[src/rtl/cpu_boot_loader.sv]
// Byte-serial program loader: assembles big-endian words into instruction memory and holds the CPU until done.
// Optional trailing checksum word enabled by defining BOOT_CHECKSUM_EN.
module cpu_boot_loader #(
  parameter int ADDR_WIDTH = 8,
  parameter int BASE_ADDR  = 0
) (
  input  logic                  Clock,
  input  logic                  Reset,
  input  logic [7:0]            RxData,
  input  logic                  RxValid,
  output logic                  RxReady,
  output logic [ADDR_WIDTH-1:0] ImemAddr,
  output logic [15:0]           ImemData,
  output logic                  ImemWrite,
  output logic                  CpuHold,
  output logic                  Done,
  output logic                  Error
);

  typedef enum logic [3:0] {
    HDR_HI, HDR_LO, DAT_HI, DAT_LO, CHK_HI, CHK_LO, FLUSH, RUN, ERROR
  } state_t;

  localparam logic [ADDR_WIDTH-1:0] BASE_A    = ADDR_WIDTH'(BASE_ADDR);
  localparam logic [16:0]           MAX_WORDS = 17'(2 ** ADDR_WIDTH);
`ifdef BOOT_CHECKSUM_EN
  localparam state_t AFTER_DATA = CHK_HI;
`else
  localparam state_t AFTER_DATA = FLUSH;
`endif

  state_t                  state_q, state_d;
  logic [7:0]              hi_q, hi_d;
  logic [15:0]             n_q, n_d;
  logic [15:0]             idx_q, idx_d;
  logic [ADDR_WIDTH-1:0]   addr_q, addr_d;
  logic [15:0]             data_q, data_d;
  logic                    wr_q, wr_d;
  logic                    done_q, hold_q;
`ifdef BOOT_CHECKSUM_EN
  logic [15:0]             sum_q, sum_d;
`endif

  logic        rx_ready;
  logic        accept;
  logic [15:0] word;

  always_comb begin
    rx_ready = (state_q == HDR_HI) || (state_q == HDR_LO) ||
               (state_q == DAT_HI) || (state_q == DAT_LO) ||
               (state_q == CHK_HI) || (state_q == CHK_LO);
    accept   = rx_ready && RxValid;
    word     = {hi_q, RxData};
  end

  always_comb begin
    state_d = state_q;
    hi_d    = hi_q;
    n_d     = n_q;
    idx_d   = idx_q;
    addr_d  = addr_q;
    data_d  = data_q;
    wr_d    = 1'b0;
`ifdef BOOT_CHECKSUM_EN
    sum_d   = sum_q;
`endif
    case (state_q)
      HDR_HI: if (accept) begin
        hi_d    = RxData;
        state_d = HDR_LO;
      end
      HDR_LO: if (accept) begin
        n_d   = word;
        idx_d = '0;
        if ({1'b0, word} > MAX_WORDS)  state_d = ERROR;
        else if (word == 16'd0)        state_d = AFTER_DATA;
        else                           state_d = DAT_HI;
      end
      DAT_HI: if (accept) begin
        hi_d    = RxData;
        state_d = DAT_LO;
      end
      DAT_LO: if (accept) begin
        data_d = word;
        addr_d = BASE_A + idx_q[ADDR_WIDTH-1:0];
        wr_d   = 1'b1;
        idx_d  = idx_q + 16'd1;
`ifdef BOOT_CHECKSUM_EN
        sum_d  = sum_q + word;
`endif
        // idx_q < n_q always holds here, so the increment cannot overflow
        state_d = (idx_q + 16'd1 == n_q) ? AFTER_DATA : DAT_HI;
      end
`ifdef BOOT_CHECKSUM_EN
      CHK_HI: if (accept) begin
        hi_d    = RxData;
        state_d = CHK_LO;
      end
      CHK_LO: if (accept) begin
        state_d = (word == sum_q) ? FLUSH : ERROR;
      end
`endif
      FLUSH:   state_d = RUN;
      default: state_d = state_q;
    endcase
  end

  always_ff @(posedge Clock) begin
    if (Reset) begin
      state_q <= HDR_HI;
      hi_q    <= '0;
      n_q     <= '0;
      idx_q   <= '0;
      addr_q  <= BASE_A;
      data_q  <= '0;
      wr_q    <= 1'b0;
      done_q  <= 1'b0;
      hold_q  <= 1'b1;
`ifdef BOOT_CHECKSUM_EN
      sum_q   <= '0;
`endif
    end else begin
      state_q <= state_d;
      hi_q    <= hi_d;
      n_q     <= n_d;
      idx_q   <= idx_d;
      addr_q  <= addr_d;
      data_q  <= data_d;
      wr_q    <= wr_d;
      // Release is registered off RUN so the CPU starts one cycle after FLUSH ends
      done_q  <= (state_q == RUN);
      hold_q  <= (state_q != RUN);
`ifdef BOOT_CHECKSUM_EN
      sum_q   <= sum_d;
`endif
    end
  end

  assign RxReady   = rx_ready && !Reset;
  assign ImemAddr  = addr_q;
  assign ImemData  = data_q;
  assign ImemWrite = wr_q;
  assign CpuHold   = hold_q;
  assign Done      = done_q;
  assign Error     = (state_q == ERROR);

endmodule
[config.mk]
export PLATFORM = sky130hd
export DESIGN_NAME = cpu_boot_loader
export DESIGN_NICKNAME = d
export VERILOG_FILES = /design/src/rtl/cpu_boot_loader.sv
export SDC_FILE = /design/constraint.sdc
export NUM_CORES = 1
export LEC_CHECK = 0
export ABC_CLOCK_PERIOD_IN_PS = 2790
export CORE_ASPECT_RATIO = 2
export CORE_MARGIN = 3
export CORE_UTILIZATION = 40
export CTS_CLUSTER_SIZE = 24
export DETAILED_ROUTE_END_ITERATION = 6
export PLACE_DENSITY = 0.6
export SLEW_MARGIN = 20
export SYNTH_ARGS = -nofsm -noshare
export SYNTH_HDL_FRONTEND = slang
export SYNTH_SLANG_ARGS = --single-unit
export TNS_END_PERCENT = 100
[constraint.sdc]
create_clock -name Clock -period 2.79 [get_ports Clock]
set_input_delay 0.6975 -clock Clock [delete_from_list [all_inputs] [get_ports Clock]]
set_output_delay 0.6975 -clock Clock [all_outputs]
set_load 0.01 [all_outputs]
---- Yosys cells after proc, flatten, opt, wreduce, memory -nomap -nowiden ----
Cells that the tools add are included.
storage, ports and cells
  input port bits ......................... 11
  bits in registers ....................... 71
  word-level logic and storage cells ...... 57
operators by class
  $lt $le $gt $ge ......................... 1
  mux-type cells .......................... 12
  add/sub/neg operators ................... 1
  reductions and logical operators ........ 19
  equal/unequal tests ..................... 14
  bitwise gates (word level) .............. 1
operator list
  operator                                                                           count
  16-bit 2-to-1 mux                                                                  2
  16-bit case mux with 2 select lines                                                1
  4-bit 2-to-1 mux                                                                   5
  4-bit case mux with 5 select lines                                                 1
  16-bit by 1-bit adder with 16-bit output (second input constant)                   1
  16-bit equality test                                                               1
  4-bit by 3-bit equality test with 1-bit output (second input constant)             4
  16-bit by 9-bit greater-than comparator with 1-bit output (second input constant)  1
  16-bit zero test                                                                   1
  4-bit by 2-bit equality test with 1-bit output (second input constant)             2
  2-bit inequality test (second input constant)                                      4
  3-bit 2-to-1 mux                                                                   2
  2-bit AND reduction                                                                3
  1-bit logical OR                                                                   5
  5-bit AND reduction                                                                1
  5-bit nonzero test                                                                 1
  4-bit by 1-bit equality test with 1-bit output (second input constant)             1
  4-bit equality test (second input constant)                                        1
  4-bit zero test                                                                    1
  4-bit by 3-bit inequality test with 1-bit output (second input constant)           1
  2-bit OR reduction                                                                 2
  3-bit AND reduction                                                                1
  1-bit logical AND                                                                  2
  2-bit nonzero test                                                                 1
  other kinds (3)                                                                    3

---- Longest topological paths before layout ----
Gate-level depths: netlist (run 1).
  depth in word-level cells ............... 9
  mapped depth ............................ 8

---- Worst setup path before layout (run 1) ----
Ideal clock, no wire load.
  path kind ............................... input to register
  start point ............................. in RxValid
  end point ............................... reg state_q[2]
  slack ................................... 0.807 ns
  arrival time ............................ 1.924 ns
  cell stages on the path ................. 7
  data required time ...................... 2.731 ns
  setup time .............................. 0.059 ns
  cell sequence ........................... nor4bb_1 buf_4 nand3b_4 nor4_2 o311ai_1 a2111oi_2 a31o_1
on the way
  longest elaborated chain between the ends .. 3
  elaborated cells between the ends (all ways) .. 6
  classes of those cells .................. eq/ne: 4; reduce/logical: 2
RTL lines
  element                            RTL line  RTL
  start, declared                    10        input logic RxValid,
  1-bit logical AND (*)              52        accept = rx_ready && RxValid;
  2-bit inequality test (no line)    --
  5-bit AND reduction (no line) (*)  --
  end signal, assigned               123       state_q <= state_d;
  end, declared                      32        state_t state_q, state_d;
Every way passes the cells marked *; elsewhere a longest branch is shown, timed or not.
A chain may end at the register's enable or synchronous reset.

---- Final worst setup path (run 1) ----
  start point ............................. reg state_q[2]
  end point ............................... out Error
on the way
  longest elaborated chain between the ends .. 1
RTL lines
  element              RTL line  RTL
  4-bit equality test  145       assign Error = (state_q == ERROR);
  end, declared        17        output logic Error
Every way passes these cells.

==> results_dict.tcl, run 1 <==
set metrics [dict create \
    grt-ovfl-total 0 \
    die_area_sq_um 9270 \
    area_delta_synth_final_pct 24.2 \
    r2r_cells 7 \
    finalHoldViolCount 0 \
    endpoint_kind "output pin" \
    postCtsResizedCells 0 \
    finalMaxSlewViolations 0 \
    fp.coreArea_sq_um 7710 \
    synth_top_flop_cell "dfxtp_1" \
    synth_top_cell_by_area "dfxtp_1" \
    dp.cells 541 \
    synthArstFlopShare 0 \
    synth_top_family_by_area "simple AND/OR/NAND/NOR gates" \
    ys_ff_latch 71 \
    postCtsSetupBuffers 0 \
    reg2reg_from "idx_q[1]$_SDFFE_PP0P_" \
    grt_max_degree 59 \
    drt_wl_total_mm 8.78 \
    syn_avg_cell_area_sq_um 7.67 \
    grt_pass1_vias 2972 \
    maxSlewHeadroom 0.461 \
    p_leak_nw 1.43 \
    antenna_found_initial 0 \
    ant_nets 0 \
    status "finished, final reports clean" \
    std_cell_rows 45 \
    yosysSeqAreaShare 0.439 \
    worstSetupStartpointType "flop" \
    synth_xor_area_frac 0.0595 \
    power_density_nw_per_um2 589 \
    worst_pin_slew_ns 0.806 \
    layout-drive-gt1-share 0.0799 \
    boundaryPins 40 \
    n_antenna_cell 0 \
    fin_cells 557 \
    first_iter_violations 225 \
    port_buffers 39 \
    rrSetupSlack_ns 0.45 \
    cts_buffer_depth 2 \
    synth_nets 434 \
    path_class "reg2out" \
    cts-buffers-inserted 9 \
    ys_warn_count 0 \
    track_usage 0.198 \
    drcViolationCount 0 \
    finalCritPeriodShare 0.850 \
    clockRootBuffer "clkbuf_16" \
    synthTopCellsByArea "dfxtp_1, nand2_1, a21oi_1" \
    synth_compound_area_frac 0.194 \
    vias_per_cell 5.44 \
    grt_pass1_wl_mm 14.7 \
    vias 3030 \
    setup_viol 0 \
    crit_fanout 10 \
    wl_per_cell_um 15.8 \
    arrival_ns 1.67 \
    regArea_sq_um 1420 \
    place_congestion 0.902 \
    synth.area.mux_share 0 \
    finalClockSkew_ns 0.00673 \
    dr.pass1.iters 4 \
    layout.nets 470 \
    worstSkewPairLatency_ns 0.34 \
    clk_pin_slew_ns 0.05 \
    crit_required_ns 2.09 \
    dpl-instance-area_sq_um 3720 \
    synthDominantCellAreaShare 0.439 \
    die_x_um 69.6 \
    n_fill_cell 742 \
    holdCritStartpoint "ImemAddr[4]$_SDFFE_PP0P_" \
    rsz0062_at_grt "no" \
    cts_tree "done" \
    final_cell_area_sq_um 4020 \
    synthSimpleGateAreaFrac 0.253 \
    clock-sinks 71 \
    ctsHoldBuffers 0 \
    synth_edf_count 0 \
    synth_fa_ha_area_frac 0.00387 \
    max_freq_ghz 0.422 \
    finalSetupTns_ns 0 \
    worstSetupStartpoint "state_q[2]$_SDFFE_PP0P_" \
    ir_drop_mv 0.460 \
    hold_class "reg2reg" \
    dpl.hpwl_mm 6.49 \
    min_period_ns 2.37 \
    cap_viol_max_count 0 \
    die_y_um 133 \
    syn_area_sq_um 3240 \
    r2r_end "state_q[2]$_SDFFE_PP0P_" \
    cts_max_level 3 \
    multi_input_area_sq_um 1650 \
    synth_cell_types 43 \
    synthCells 422 \
    initial_utilization 0.420 \
    crit_end "Error" \
]
## logic make-up (layout without fill, tap and decap cells)
kind of cell    count (synthesis)  count (layout)
flops                          71              71
fa+ha+maj                       1               1
compound gates                113             113
xor+xnor                       22              22
simple gates                  178             178
buf+inv                        37              78
## synthesized netlist by cell type, drive strengths merged, types with 2 or more instances
master	count
clkbuf	19
buf	11
and2	2
nand3b	2
inv	6
nand2	97
nor2	30
a31oi	3
or3	2
o21ai	33
dfxtp	71
nand4	9
nor4b	2
a21o	2
o31ai	5
nand3	10
nor4	6
a2111oi	3
xor2	6
nor3	10
xnor2	16
a21oi	60
and3	3
## through the flow
stage | util | hold WS, ns | setup WS [ns] | total power [mW]
4_1_cts | 0.521 | 0.459 | 0.394 | 2.39
5_1_grt | 0.521 | 0.478 | 0.156 | 2.45
2_1_floorplan | - | 0.457 | 0.807 | 1.17
6_report | 0.521 | 0.455 | 0.419 | 2.37
3_5_place_dp | 0.482 | 0.449 | 0.276 | 1.24
3_3_place_gp | 0.482 | 0.446 | 0.258 | 1.24
## how the worst min path moves through the flow
stage / to / slack (ns) / cells past startpoint
finish: ImemAddr[4]$_SDFFE_PP0P_ / 0.45 / 2
CTS: ImemAddr[4]$_SDFFE_PP0P_ / 0.46 / 2
global route: ImemAddr[4]$_SDFFE_PP0P_ / 0.48 / 2
detailed placement: ImemData[11]$_SDFFE_PP0P_ / 0.45 / 2
floorplan: idx_q[15]$_SDFFE_PP0P_ / 0.46 / 1
global placement: ImemData[5]$_SDFFE_PP0P_ / 0.45 / 2
## power by group
group          leakage, nW  internal, mW  switching (mW)
logic                0.709        0.0660          0.0959
clock network        0.149         0.716           0.432
registers            0.574          1.04          0.0241
## worst max-delay path, cell delays in order (launching register included)
cell and delay, ns:
dfxtp_1 0.42, nor4b_1 0.34, clkdlybuf4s50_1 0.58
## final cells by class
| class | count | share of cell area |
|---|---|---|
| clock buffers | 11 | 0.0604 |
| clock inverters | 5 | 0.0143 |
| inverters | 7 | 0.00653 |
| multi-input cells | 314 | 0.410 |
| flip-flops and latches | 71 | 0.353 |
| well taps | 94 | 0.0292 |
| repair buffers | 55 | 0.126 |
## cells in the final DEF, fill, tap and decap left out, types with 10 or more instances in the layout
| master | n |
|---|---|
| nand2_1 | 97 |
| dfxtp_1 | 71 |
| a21oi_1 | 60 |
| clkdlybuf4s50_1 | 38 |
| o21ai_0 | 33 |
| nor2_1 | 30 |
| xnor2_1 | 16 |
| buf_4 | 16 |
| nand3_1 | 10 |
| nor3_1 | 10 |
## sequential cells by signal (all words and copies together), names as in the netlist
| register | cells |
|---|---|
| ImemData | 16 |
| idx_q | 16 |
| n_q | 16 |
| ImemAddr | 8 |
| hi_q | 8 |
| state_q | 4 |
| CpuHold | 1 |
| Done | 1 |
| ImemWrite | 1 |
## per-layer routing
metal  share of wire  global-route usage  wire [um]  vias to the layer above
met5               0                   0          0                        -
met4           0.043               0.117        376                        0
met3           0.036              0.0355        315                       23
met2            0.55               0.365       4840                       70
met1            0.37               0.205       3250                     1413
li1                -                   -          -                     1524
Power figures use the tool's default switching activity.
==> run 2, diff against run 1 <==
--- a/config.mk
+++ b/config.mk
@@ -5,7 +5,7 @@
 export SDC_FILE = /design/constraint.sdc
 export NUM_CORES = 1
 export LEC_CHECK = 0
-export ABC_CLOCK_PERIOD_IN_PS = 2790
+export ABC_CLOCK_PERIOD_IN_PS = 2250
 export CORE_ASPECT_RATIO = 2
 export CORE_MARGIN = 3
 export CORE_UTILIZATION = 40
==> constraint.sdc (replaced) <==
create_clock -name Clock -period 2.25 [get_ports Clock]
set_input_delay 0.5625 -clock Clock [delete_from_list [all_inputs] [get_ports Clock]]
set_output_delay 0.5625 -clock Clock [all_outputs]
set_load 0.01 [all_outputs]
==> results_dict.tcl, run 2 (synthesized netlist as in run 1, its figures left out) <==
set metrics [dict create \
    switching_share 0.220 \
    vias_per_cell 5.43 \
    worstSetupStartpointType "flop" \
    arrival_ns 1.56 \
    dpl.hpwl_mm 6.72 \
    p_int_mw 2.46 \
    fp.coreArea_sq_um 7710 \
    combinationalPowerShare 0.067 \
    pwr-share-seq 0.417 \
    cap_viol_max_count 0 \
    finalCritPeriodShare 0.944 \
    cts_tree "done" \
    r2r_cells 6 \
    crit_required_ns 1.69 \
    initial_utilization 0.420 \
    multi_input_area_sq_um 1660 \
    whs_ns 0.453 \
    grt_max_degree 48 \
    whs_endpoint "ImemAddr[5]$_SDFFE_PP0P_" \
    wl_per_cell_um 15.7 \
    p_switching_uw 692 \
    p_total_mw 3.15 \
    final_cell_area_sq_um 4200 \
    finalHoldViolCount 0 \
    setup_viol 0 \
    rrSetupSlack_ns 0.18 \
    finalMaxSlewViolations 0 \
    place_ws_ns -0.173 \
    utilization 0.545 \
    n_fill_cell 737 \
    finalClockSkew_ns 0.00514 \
    clockRootBuffer "clkbuf_16" \
    status "finished, final reports clean" \
    clock-sinks 71 \
    fin_cells 571 \
    worstSkewPairLatency_ns 0.33 \
    min_period_ns 2.12 \
    ant_nets 0 \
    maxSlewHeadroom 0.437 \
    boundaryPins 40 \
    die_y_um 133 \
    crit_fanout 9 \
    r2r_end "state_q[2]$_SDFFE_PP0P_" \
    postCtsSetupBuffers 0 \
    first_iter_violations 158 \
    regArea_sq_um 1430 \
    fin_ws_ns 0.125 \
    reg2reg_from "idx_q[2]$_SDFFE_PP0P_" \
    grt_pass1_wl_mm 14.6 \
    cts_buffer_depth 2 \
    hold_class "reg2reg" \
    dr.pass1.iters 4 \
    clk_pin_slew_ns 0.05 \
    die_x_um 69.6 \
    std_cell_rows 45 \
    layout.nets 484 \
    area_delta_synth_final_pct 29.8 \
    path_class "reg2out" \
    worst_pin_slew_ns 0.842 \
    grt_pass1_vias 3018 \
    layout-drive-gt1-share 0.119 \
    drt_wl_total_mm 8.96 \
    max_freq_ghz 0.471 \
    antenna_found_initial 0 \
    final_cell_mix "nand2_1, dfxtp_1, a21oi_1" \
    n_antenna_cell 0 \
    mostFrequentLayoutCell "nand2_1" \
    clock_power_share 0.515 \
    die_area_sq_um 9270 \
    vias 3098 \
    dpl-instance-area_sq_um 3840 \
    grt-ovfl-total 0 \
    p_leak_nw 1.53 \
    dp.cells 555 \
    ctsHoldBuffers 0 \
    finalSetupTns_ns 0 \
    port_buffers 39 \
    drcViolationCount 0 \
    place_congestion 0.904 \
    ir_drop_mv 0.525 \
    endpoint_kind "output pin" \
    cts_max_level 3 \
    track_usage 0.201 \
    power_density_nw_per_um2 750 \
    rsz0062_at_grt "no" \
    holdCritStartpoint "ImemAddr[5]$_SDFFE_PP0P_" \
    cts-buffers-inserted 9 \
    whs_path_depth 2 \
]
[run 2: cell types whose count changed in the layout (fill, tap and decap cells not counted), moves of 2 or more]
cell and delta:
dfxtp_1 -3, buf_4 +13, dfxtp_2 +3, bufinv_16 +2
[run 2: how the worst max path moves through the flow]
stage                                          to                     from  slack, ns
after floorplan           state_q[2]$_SDFFE_PP0P_    idx_q[0]$_SDFFE_PP0P_       0.36
after global placement      idx_q[3]$_SDFFE_PP0P_                  RxValid      -0.10
after detailed placement    idx_q[3]$_SDFFE_PP0P_                  RxValid      -0.17
after CTS                                   Error  state_q[2]$_SDFFE_PP0P_       0.01
after global routing       idx_q[10]$_SDFFE_PP0P_                  RxValid      0.006
final                                       Error  state_q[0]$_SDFFE_PP0P_       0.13
[run 2: worst max-delay path, stage by stage (launching register included)]
cell             delay, ns
dfxtp_1               0.39
nor4b_2               0.27
clkdlybuf4s50_1       0.57
[run 2: layout make-up]
class	instances	area share
Sequential cell	71	0.339
Multi-Input combinational cell	314	0.396
Tap cell	94	0.0280
Clock inverter	7	0.0286
Inverter	7	0.00626
Timing Repair Buffer	69	0.148
Clock buffer	9	0.0536
[run 2: per-layer routing]
metal	up-vias	global-route usage	routed length, um
li1	1556	-	-
met1	1458	0.197	3350
met2	57	0.363	4760
met3	27	0.0400	272
met4	0	0.148	583
met5	-	0	0
[run 2: power groups by stage]
| stage | sequential, mW | combinational [mW] | clock, mW |
|---|---|---|---|
| after floorplan | 1.33 | 0.131 | 0 |
| after global placement | 1.34 | 0.209 | 0 |
| after detailed placement | 1.34 | 0.211 | 0 |
| after CTS | 1.31 | 0.213 | 1.66 |
| after global routing | 1.32 | 0.239 | 1.70 |
| final | 1.31 | 0.212 | 1.62 |
[run 2: timing repair]
action / CTS / global route
setup endpoints to repair: 1 / 3
gates resized for setup: 1 / 5
pin swaps: 0 / 0
